### src/rtl/ctrl_pipe_chain.sv
`default_nettype none
// ============================================================================
// ctrl_pipe_chain: per-stage control-bundle registers with stall/flush/bubbles,
// stall echo and stall-ordering violation pulse. Optional counters: CTRL_PIPE_STALLCNT_EN.
// Revision: 1.0
// ============================================================================
module ctrl_pipe_chain #(
  parameter int WIDTH  = 17,
  parameter int STAGES = 3,
  parameter int CNT_W  = 4
) (
  input  logic                      clk,
  input  logic                      rst,
  input  logic [WIDTH-1:0]          in_ctrl,
  input  logic                      in_valid,
  input  logic [STAGES-1:0]         stall,
  input  logic [STAGES-1:0]         flush,
  output logic [STAGES*WIDTH-1:0]   stage_ctrl,
  output logic [STAGES-1:0]         stage_valid,
  output logic [STAGES-1:0]         stall_q,
  output logic                      stall_viol,
  output logic [STAGES*CNT_W-1:0]   stall_cnt
);

  logic [STAGES-1:0][WIDTH-1:0] ctrl_q, ctrl_d, src_ctrl;
  logic [STAGES-1:0]            valid_q, valid_d, src_valid, up_stall;
  logic [STAGES-1:0]            viol_vec;
  logic [STAGES-1:0]            stall_echo_q;
  logic                         viol_q;

  genvar k;
  generate
    for (k = 0; k < STAGES; k++) begin : g_stage
      if (k == 0) begin : g_head
        assign src_ctrl[k]  = in_ctrl;
        assign src_valid[k] = in_valid;
        assign up_stall[k]  = 1'b0;
        assign viol_vec[k]  = 1'b0;
      end else begin : g_tail
        assign src_ctrl[k]  = ctrl_q[k-1];
        assign src_valid[k] = valid_q[k-1];
        assign up_stall[k]  = stall[k-1];
        // A stage stalling while a live upstream stage advances into it loses data.
        assign viol_vec[k]  = stall[k] & ~stall[k-1] & ~flush[k-1] & valid_q[k-1];
      end
    end
  endgenerate

  always_comb begin
    ctrl_d  = ctrl_q;
    valid_d = valid_q;
    for (int i = 0; i < STAGES; i++) begin
      if (flush[i]) begin
        ctrl_d[i]  = '0;
        valid_d[i] = 1'b0;
      end else if (stall[i]) begin
        ctrl_d[i]  = ctrl_q[i];
        valid_d[i] = valid_q[i];
      end else if (up_stall[i]) begin
        ctrl_d[i]  = '0;
        valid_d[i] = 1'b0;
      end else begin
        valid_d[i] = src_valid[i];
        ctrl_d[i]  = src_valid[i] ? src_ctrl[i] : '0;
      end
    end
  end

  always_ff @(posedge clk) begin
    if (rst) begin
      ctrl_q       <= '0;
      valid_q      <= '0;
      stall_echo_q <= '0;
      viol_q       <= 1'b0;
    end else begin
      ctrl_q       <= ctrl_d;
      valid_q      <= valid_d;
      stall_echo_q <= stall & ~flush;
      viol_q       <= |viol_vec;
    end
  end

  assign stage_ctrl  = ctrl_q;
  assign stage_valid = valid_q;
  assign stall_q     = stall_echo_q;
  assign stall_viol  = viol_q;

`ifdef CTRL_PIPE_STALLCNT_EN
  logic [STAGES-1:0][CNT_W-1:0] cnt_q, cnt_d;

  always_comb begin
    cnt_d = '0;
    for (int i = 0; i < STAGES; i++) begin
      if (!flush[i] && stall[i] && valid_q[i]) begin
        cnt_d[i] = (&cnt_q[i]) ? cnt_q[i] : cnt_q[i] + 1'b1;
      end
    end
  end

  always_ff @(posedge clk) begin
    if (rst) begin
      cnt_q <= '0;
    end else begin
      cnt_q <= cnt_d;
    end
  end

  assign stall_cnt = cnt_q;
`else
  assign stall_cnt = '0;
`endif

endmodule
`default_nettype wire

### config.mk
export PLATFORM = sky130hd
export DESIGN_NAME = ctrl_pipe_chain
export DESIGN_NICKNAME = d
export VERILOG_FILES = /design/src/rtl/ctrl_pipe_chain.sv
export SDC_FILE = /design/constraint.sdc
export NUM_CORES = 1
export LEC_CHECK = 0
export CELL_PAD_IN_SITES_DETAIL_PLACEMENT = 1
export CELL_PAD_IN_SITES_GLOBAL_PLACEMENT = 2
export CORE_MARGIN = 3
export CORE_UTILIZATION = 25
export CTS_CLUSTER_SIZE = 25
export DETAILED_ROUTE_END_ITERATION = 16
export PLACE_DENSITY_LB_ADDON = 0.3
export SETUP_SLACK_MARGIN = 0.2
export SYNTH_ARGS = -nofsm -noshare
export SYNTH_HDL_FRONTEND = slang
export SYNTH_SLANG_ARGS = --single-unit
export TNS_END_PERCENT = 20
### constraint.sdc
create_clock -name clk -period 1.37 [get_ports clk]
set_input_delay 0.274 -clock clk [delete_from_list [all_inputs] [get_ports clk]]
set_output_delay 0.274 -clock clk [all_outputs]
set_load 0.03 [all_outputs]
==> metrics, run 1 <==
GRT overflow 0; CP max stage delay 340 ps; initial DRC count 48; total CTS buffers 9; CP Class reg2out; Syn Inst Count 144; I/O Pins 96; Die X 95.5 um; vias in the first global route 1751; critical path data arrival time 980 ps; Bufs and invs on worst path 1; drc violations 0; layout cells sized above 1 47.4%; Total Routing Usage GR 14.1%; post-synthesis sequential area ratio 58.0%; area of the mapped netlist 2000 um2; post-synthesis register bit count 58; Worst Path Required 1100 ps; CP Cell Sequence clkdlybuf4s18_2; largest net degree at the start of global routing 20; clock slew at reported path FFs 70 ps; Comb power frac 8.3%; clock sink count 58; clock buffer depth 2; Pwr Density 1090 nW/um2; core region area 7770 um2; Power, Total 3.62 mW; hold_buf cts 0; Clk Latency, worst-skew pair 330 ps; Worst R2R Start stage_valid[0]; CTS tree yes; TNS Setup 0 ps; CP Launch Point stage_ctrl[34]; area of the multi-input gates 716 um2; maxcap violations 0; fin crit share 91.2%; Area growth, synth to finish 65.6%; Setup Buffers After CTS 0; Syn Area/Cell 13.9 um2; Yosys cell types 15; Max Clock Skew 6.04 ps; Fillers 844; start point of the worst hold path stall[1]; vias per cell 4.56; Sw Share 23.6%; min Tclk post-route 1250 ps; CTS Root Cell clkbuf_8; Initial Util 25.8%; Top Family by Delay on Critical Path flip-flops; vias 1677; part of the power in the clock network 44.4%; Final Hold Violating Endpoints 0; Final ANT Viol Nets 0; fin. max-slew vios 0; DP HPWL 4510 um; yosys warns 0; Avg WL per Cell 16.7 um; largest fanout on the critical path 2; number of I/O port buffers 83; Util after Layout 42.7%; f_max 800 MHz; DRT Pass-1 Iters 5; Worst setup SP type flip-flop; RSZ-0062 raised after global routing yes; Internal Pwr Total 2.77 mW; DIE HEIGHT 95.5 um; Synth area leaders dfxtp_1 (58%), a32o_1 (13%), a22o_1 (8.3%); initial antenna violation count 0; routability-driven placement congestion ratio 0.764; Final #Nets 287; area leader, netlist dfxtp_1; FF+latch area 1170 um2; final setup violation count 0; Switch Pwr 0.854 mW; part of the power in registers 47.3%; worst vdd ir 0.000454 V; # diodes 0; H-tree depth 3; endpoint class of the critical path output port; Leak 1.46 nW; Total Wirelength 6140 um; Synth top area share 58.0%; # rows 32; status finished, final reports clean; critical path's slowest cell dfxtp_1; die area 9120 um2; hold crit path type in2reg; first-pass GRT wire length 9400 um
## layout make-up
cell class	count	area share, %
well taps	102	3.85
inverters	1	0.113
flip-flops and latches	58	35.2
repair buffers	116	33.1
multi-input cells	75	21.6
clock inverters	5	1.58
clock buffers	11	4.56
## kinds of logic after synthesis
family | Yosys count | synth area share (%)
AO/OA/AOI/OAI | 55 | 26.7
buffers and inverters | 22 | 8.37
flip-flops | 58 | 58.0
other | 1 | 0.187
AND/OR/NAND/NOR | 8 | 6.75
## per-stage QoR
stage | std cells | hold WS [ps] | instance area (um2) | setup slack [ps]
detailed placement | 351 | 458 | 3140 | -244
CTS | 367 | 474 | 3300 | 98.4
global route | 368 | 390 | 3320 | 71.7
global placement | 351 | 452 | 3140 | -234
finish | 368 | 376 | 3320 | 120
floorplan | 155 | 399 | 2060 | 181
## cells in the final DEF, fill, tap and decap left out
cell type / instances
buf_4: 58
dfxtp_1: 55
a32o_1: 26
clkdlybuf4s50_1: 22
a22o_1: 19
clkdlybuf4s15_2: 17
conb_1: 12
clkbuf_8: 11
a32o_2: 9
buf_12: 7
nor3b_4: 4
buf_2: 4
clkinv_2: 3
dlymetal6s2s_1: 3
buf_6: 3
nor4b_4: 2
clkdlybuf4s18_2: 2
dfxtp_2: 2
inv_2: 1
nor2_1: 1
a21o_1: 1
nor4b_1: 1
bufinv_16: 1
clkinvlp_4: 1
dfxtp_4: 1
## synthesized netlist by cell type (all sizes together)
master   n
conb     1
a22o    19
nor2     1
a21o     1
dfxtp   58
clkbuf   1
nor4b    3
a32o    35
nor3b    4
buf     20
inv      1
## what timing repair did
item	CTS	global route
gates cloned	0	1
endpoints found under the setup margin	110	100
pin swaps	0	2
gates resized for setup	201	14
## registers in the layout (all words and copies together), names as in the netlist
name,cells
stage_ctrl,51
stage_valid,3
stall_q,3
stall_viol,1
## worst paths after layout
| path | to | slack (ps) | cells after the start |
|---|---|---|---|
| setup / recovery | stage_ctrl[34] | 120 | 1 |
| setup reg to reg | stage_ctrl[18] | 300 | 3 |
| hold / removal | stall_viol | 380 | 2 |
| hold reg to reg | stage_ctrl[50] | 470 | 1 |
## layer usage
| layer | track usage (%) | up-vias | routed length (um) |
|---|---|---|---|
| met5 | 0 | - | 0 |
| met4 | 6.75 | 0 | 116 |
| met3 | 5.21 | 10 | 568 |
| met2 | 21.9 | 75 | 2820 |
| met1 | 17.3 | 799 | 2640 |
| li1 | - | 793 | - |
## power groups by stage
stage / sequential, mW / clock (mW) / combinational, mW
floorplan: 1.78 / 0 / 0.141
global placement: 1.75 / 0 / 0.305
detailed placement: 1.75 / 0 / 0.306
CTS: 1.71 / 1.67 / 0.304
global route: 1.71 / 1.75 / 0.322
finish: 1.71 / 1.61 / 0.302
Power figures use the tool's default switching activity.
==> run 2: changes to the inputs <==
- CORE_ASPECT_RATIO: not set -> 1.4
- CORE_UTILIZATION: 25 -> 27
- CTS_CLUSTER_DIAMETER: not set -> 50
- clock period: 1.37 -> 1.5 ns (I/O delays scaled with it)
==> metrics, run 2 (synthesis results as in run 1) <==
status finished, final reports clean; Bufs and invs on worst path 1 (unchanged); I/O Pins 96 (unchanged); maxcap violations 0 (unchanged); R2R depth 3 (unchanged); Worst setup SP type flip-flop; vias per cell 4.71 (+3.3%); DIE HEIGHT 108 um (+13%); vias 1653 (-1.4%); flop2flop setup slack 450 ps (+150 ps); # diodes 0 (unchanged); endpoint class of the critical path output port; GRT overflow 0 (unchanged); min Tclk post-route 1360 ps; CTS Root Cell clkbuf_8; largest fanout on the critical path 1 (-1); Post-Layout Cell Count 351 (-4.6%); clock sink count 58 (unchanged); initial DRC count 57 (+19%); Initial Util 28.3% (+2.5 points); Die X 78.8 um (-18%); Worst Setup EP stall_viol; fin. max-slew vios 0 (unchanged); CP Class reg2out; Avg WL per Cell 17.0 um (+2.0%); Worst Path Required 1200 ps (+100 ps); # rows 36 (+13%); Final #Nets 278 (-3.1%); die area 8500 um2 (-6.8%); H-tree depth 3 (unchanged); hold_buf cts 0 (unchanged); Final Hold Violating Endpoints 0 (unchanged); Worst R2R Start stage_valid[0]; post-CTS resize count 175 (-13%); Final Cell Area 3190 um2 (-3.7%); Leak 1.37 nW (-6.4%); DP HPWL 4380 um (-2.8%); clock buffer depth 2 (unchanged); largest net degree at the start of global routing 20 (unchanged); routability-driven placement congestion ratio 0.684 (-10%); worst vdd ir 0.000503 V (+11%); Top Family by Delay on Critical Path buffers and inverters; drc violations 0 (unchanged); Total Wirelength 5980 um (-2.7%); critical path's slowest cell dlygate4sd2_1; number of I/O port buffers 83 (unchanged); total CTS buffers 9 (unchanged); Final ANT Viol Nets 0 (unchanged); CTS tree yes; Total Routing Usage GR 14.5% (+0.36 points); Pwr Density 1030 nW/um2 (-5.3%); max FFs per register 51 (unchanged); first-pass GRT wire length 9290 um (-1.2%); DRT Pass-1 Iters 4 (-1); critical path data arrival time 1060 ps (+80 ps); placed cells 336 (-4.3%); vias in the first global route 1675 (-4.3%); Area growth, synth to finish 59.4%; CP Cell Sequence dlygate4sd2_1; layout cells sized above 1 38.3% (-9.1 points); CP Launch Point stall_viol; final setup violation count 0 (unchanged); core region area 7070 um2 (-9.0%); area post-placement 3050 um2 (-2.8%); most common cell after layout, fill and taps aside dfxtp_1; Crit Reg-Reg Endpoint stall_viol; Clk Latency, worst-skew pair 330 ps (about the same); RSZ-0062 raised after global routing yes; fin crit share 90.7%; Max Clock Skew 4.39 ps (-1.65 ps); initial antenna violation count 0 (unchanged); f_max 735 MHz; hold crit path type in2reg; Setup Buffers After CTS 0 (unchanged); clock slew at reported path FFs 60 ps (about the same); Util after Layout 45.2% (+2.4 points); CP max stage delay 420 ps (+80 ps); most frequent cells in the layout dfxtp_1 (57), a32o_1 (26), clkdlybuf4s50_1 (24); Stages on worst setup path 1 (unchanged)
run 2: through the flow:
stage,setup TNS [ps],power (mW),setup WS [ps],hold WS (ps)
after floorplan,0,1.75,197,425
after global placement,-11230,1.87,-451,449
after detailed placement,-12150,1.87,-486,455
after CTS,0,3.34,125,466
after global routing,0,3.44,83.5,433
final,0,3.30,139,417
run 2: how the worst min path moves through the flow:
stage / start / to / slack [ps] / cells past startpoint
3_5_place_dp: stage_ctrl[39] / stage_ctrl[39] / 460 / 1
3_3_place_gp: stage_ctrl[36] / stage_ctrl[36] / 450 / 1
2_1_floorplan: in_ctrl[10] / stage_ctrl[10] / 430 / 1
6_report: stall[1] / stall_viol / 420 / 2
4_1_cts: stage_ctrl[36] / stage_ctrl[36] / 470 / 1
5_1_grt: stall[1] / stall_viol / 430 / 2
run 2: cell type report:
| type | instances | area (um2) |
|---|---|---|
| clock buffers | 13 | 169 |
| clock inverters | 2 | 35.0 |
| fillers | 771 | 3880 |
| inverters | 1 | 3.75 |
| multi-input cells | 75 | 723 |
| flip-flops and latches | 58 | 1160 |
| well taps | 95 | 119 |
| repair buffers | 107 | 981 |
run 2: metal layers:
layer,part of all wire (%),GRT usage [%],vias up
met5,0,0,-
met4,2.0,6.38,0
met3,5.7,4.36,9
met2,49,22.6,58
met1,43,18.4,804
li1,-,-,782
run 2: where the power goes:
group / total [mW] / switching, mW / internal, mW
Clock: 1.47 / 0.576 / 0.892
Sequential: 1.56 / 0.0104 / 1.55
Combinational: 0.266 / 0.151 / 0.115
==> run 3: changes to the inputs <==
- CORE_ASPECT_RATIO: 1.4 -> 1.5
- HOLD_SLACK_MARGIN: not set -> 0.02
==> metrics, run 3 (synthesis results as in run 1) <==
layout cells sized above 1 38.7% (+0.43 points); Total Wirelength 5640 um (-5.7%); Worst R2R Start stage_valid[1]; Fillers 773 (+0.26%); DIE HEIGHT 111 um (+3.3%); CP Class reg2out; hold crit path type reg2reg; Worst setup SP type flip-flop; Crit Reg-Reg Endpoint stage_ctrl[46]; clock slew at reported path FFs 60 ps (about the same); R2R depth 3 (unchanged); Setup WS pre-CTS -156 ps (+329 ps); largest net degree at the start of global routing 20 (unchanged); Pwr Density 1030 nW/um2 (-0.45%); initial antenna violation count 0 (unchanged); largest fanout on the critical path 1 (unchanged); fin crit share 89.6% (-1.1 points); number of I/O port buffers 83 (unchanged); drc violations 0 (unchanged); CP Cell Sequence dlygate4sd2_1; Final #Nets 271 (-2.5%); core region area 7040 um2 (-0.50%); Stages on worst setup path 1 (unchanged); Top Family by Delay on Critical Path buffers and inverters; critical path's slowest cell dlygate4sd2_1; Leak 1.33 nW (-2.7%); clock buffer depth 2 (unchanged); endpoint class of the critical path output port; # rows 37 (+2.8%); # diodes 0 (unchanged); CTS Root Cell clkbuf_8; vias 1633 (-1.2%); status finished, final reports clean; CTS tree yes; Initial Util 28.5% (+0.14 points); CP Launch Point stall_viol; worst setup margin 156 ps (+17.2 ps); die area 8510 um2 (about the same); f_max 744 MHz (+1.3%); Worst Path Required 1200 ps (about the same); Worst Setup EP stall_viol; first-pass GRT wire length 9000 um (-3.0%); Final Hold Violating Endpoints 0 (unchanged); Clk Latency, worst-skew pair 330 ps (about the same); Hold WS 461 ps (+43.8 ps); Avg WL per Cell 16.3 um (-4.0%); total CTS buffers 9 (unchanged); CP max stage delay 420 ps (about the same); initial DRC count 79 (+39%); GRT overflow 0 (unchanged); most frequent cells in the layout dfxtp_1 (57), a32o_1 (26), clkdlybuf4s50_1 (24), clkdlybuf4s15_2 (24), a22o_1 (19); final setup violation count 0 (unchanged); vias in the first global route 1645 (-1.8%); DRT Pass-1 Iters 4 (unchanged); worst vdd ir 0.000524 V (+4.0%); I/O Pins 96 (unchanged); Bufs and invs on worst path 1 (unchanged); min Tclk post-route 1340 ps (-17.2 ps); Max Clock Skew 5.54 ps (+1.15 ps); Final ANT Viol Nets 0 (unchanged); maxcap violations 0 (unchanged); routability-driven placement congestion ratio 0.733 (+7.1%); critical path data arrival time 1040 ps (-20 ps); fin. max-slew vios 0 (unchanged); RSZ-0062 raised after global routing yes; Area growth, synth to finish 56.5%; most common cell after layout, fill and taps aside dfxtp_1; max FFs per register 51 (unchanged); clock sink count 58 (unchanged); H-tree depth 3 (unchanged); Die X 76.3 um (-3.1%); flop2flop setup slack 470 ps (+20 ps); Total Routing Usage GR 13.7% (-0.80 points); DP HPWL 4200 um (-4.2%); vias per cell 4.73 (+0.51%)
-- run 3: layout make-up --
cell class	instances	area [um2]	area share, %
clock buffers	11	151	4.83
clock inverters	3	40.0	1.28
inverters	1	3.75	0.120
multi-input cells	75	716	22.8
flip-flops and latches	58	1160	37.1
well taps	97	121	3.87
repair buffers	100	941	30.0
-- run 3: report_power, final --
part	total (mW)	internal [mW]	switching, mW
sequential	1.56	1.55	0.0104
clock	1.39	0.833	0.561
combinational	0.266	0.116	0.150
total	3.22	2.50	0.721
-- run 3: per-layer routing --
layer	track usage (%)	routed length, um
met5	0	0
met4	6.89	103
met3	5.18	362
met2	21.4	2680
met1	16.4	2490
-- run 3: what timing repair did --
item	CTS	global route
endpoints found under the setup margin	59	99
gates cloned	0	0
resized for setup	166	19
hold buffers	0	0
setup buffers	0	0
-- run 3: how the worst min path moves through the flow --
stage                           endpoint            from  slack (ps)  depth (start not counted)
after floorplan           stage_ctrl[10]     in_ctrl[10]         430                          1
after global placement    stage_ctrl[50]  stage_ctrl[50]         450                          1
after detailed placement  stage_ctrl[35]  stage_ctrl[35]         460                          1
after CTS                 stage_ctrl[35]  stage_ctrl[35]         470                          1
final                     stage_ctrl[38]  stage_ctrl[38]         460                          1
after global routing      stage_ctrl[38]  stage_ctrl[38]         470                          1
-- run 3: per-stage QoR --
step | instances | total power, mW | area [um2] | utilization [%] | setup TNS, ps
6_report | 345 | 3.22 | 3140 | 44.6 | 0
3_3_place_gp | 331 | 1.87 | 3040 | 43.2 | -4930
3_5_place_dp | 331 | 1.87 | 3040 | 43.2 | -6210
2_1_floorplan | 155 | 1.75 | 2050 | - | 0
5_1_grt | 345 | 3.36 | 3140 | 44.6 | 0
4_1_cts | 345 | 3.28 | 3200 | 45.5 | 0
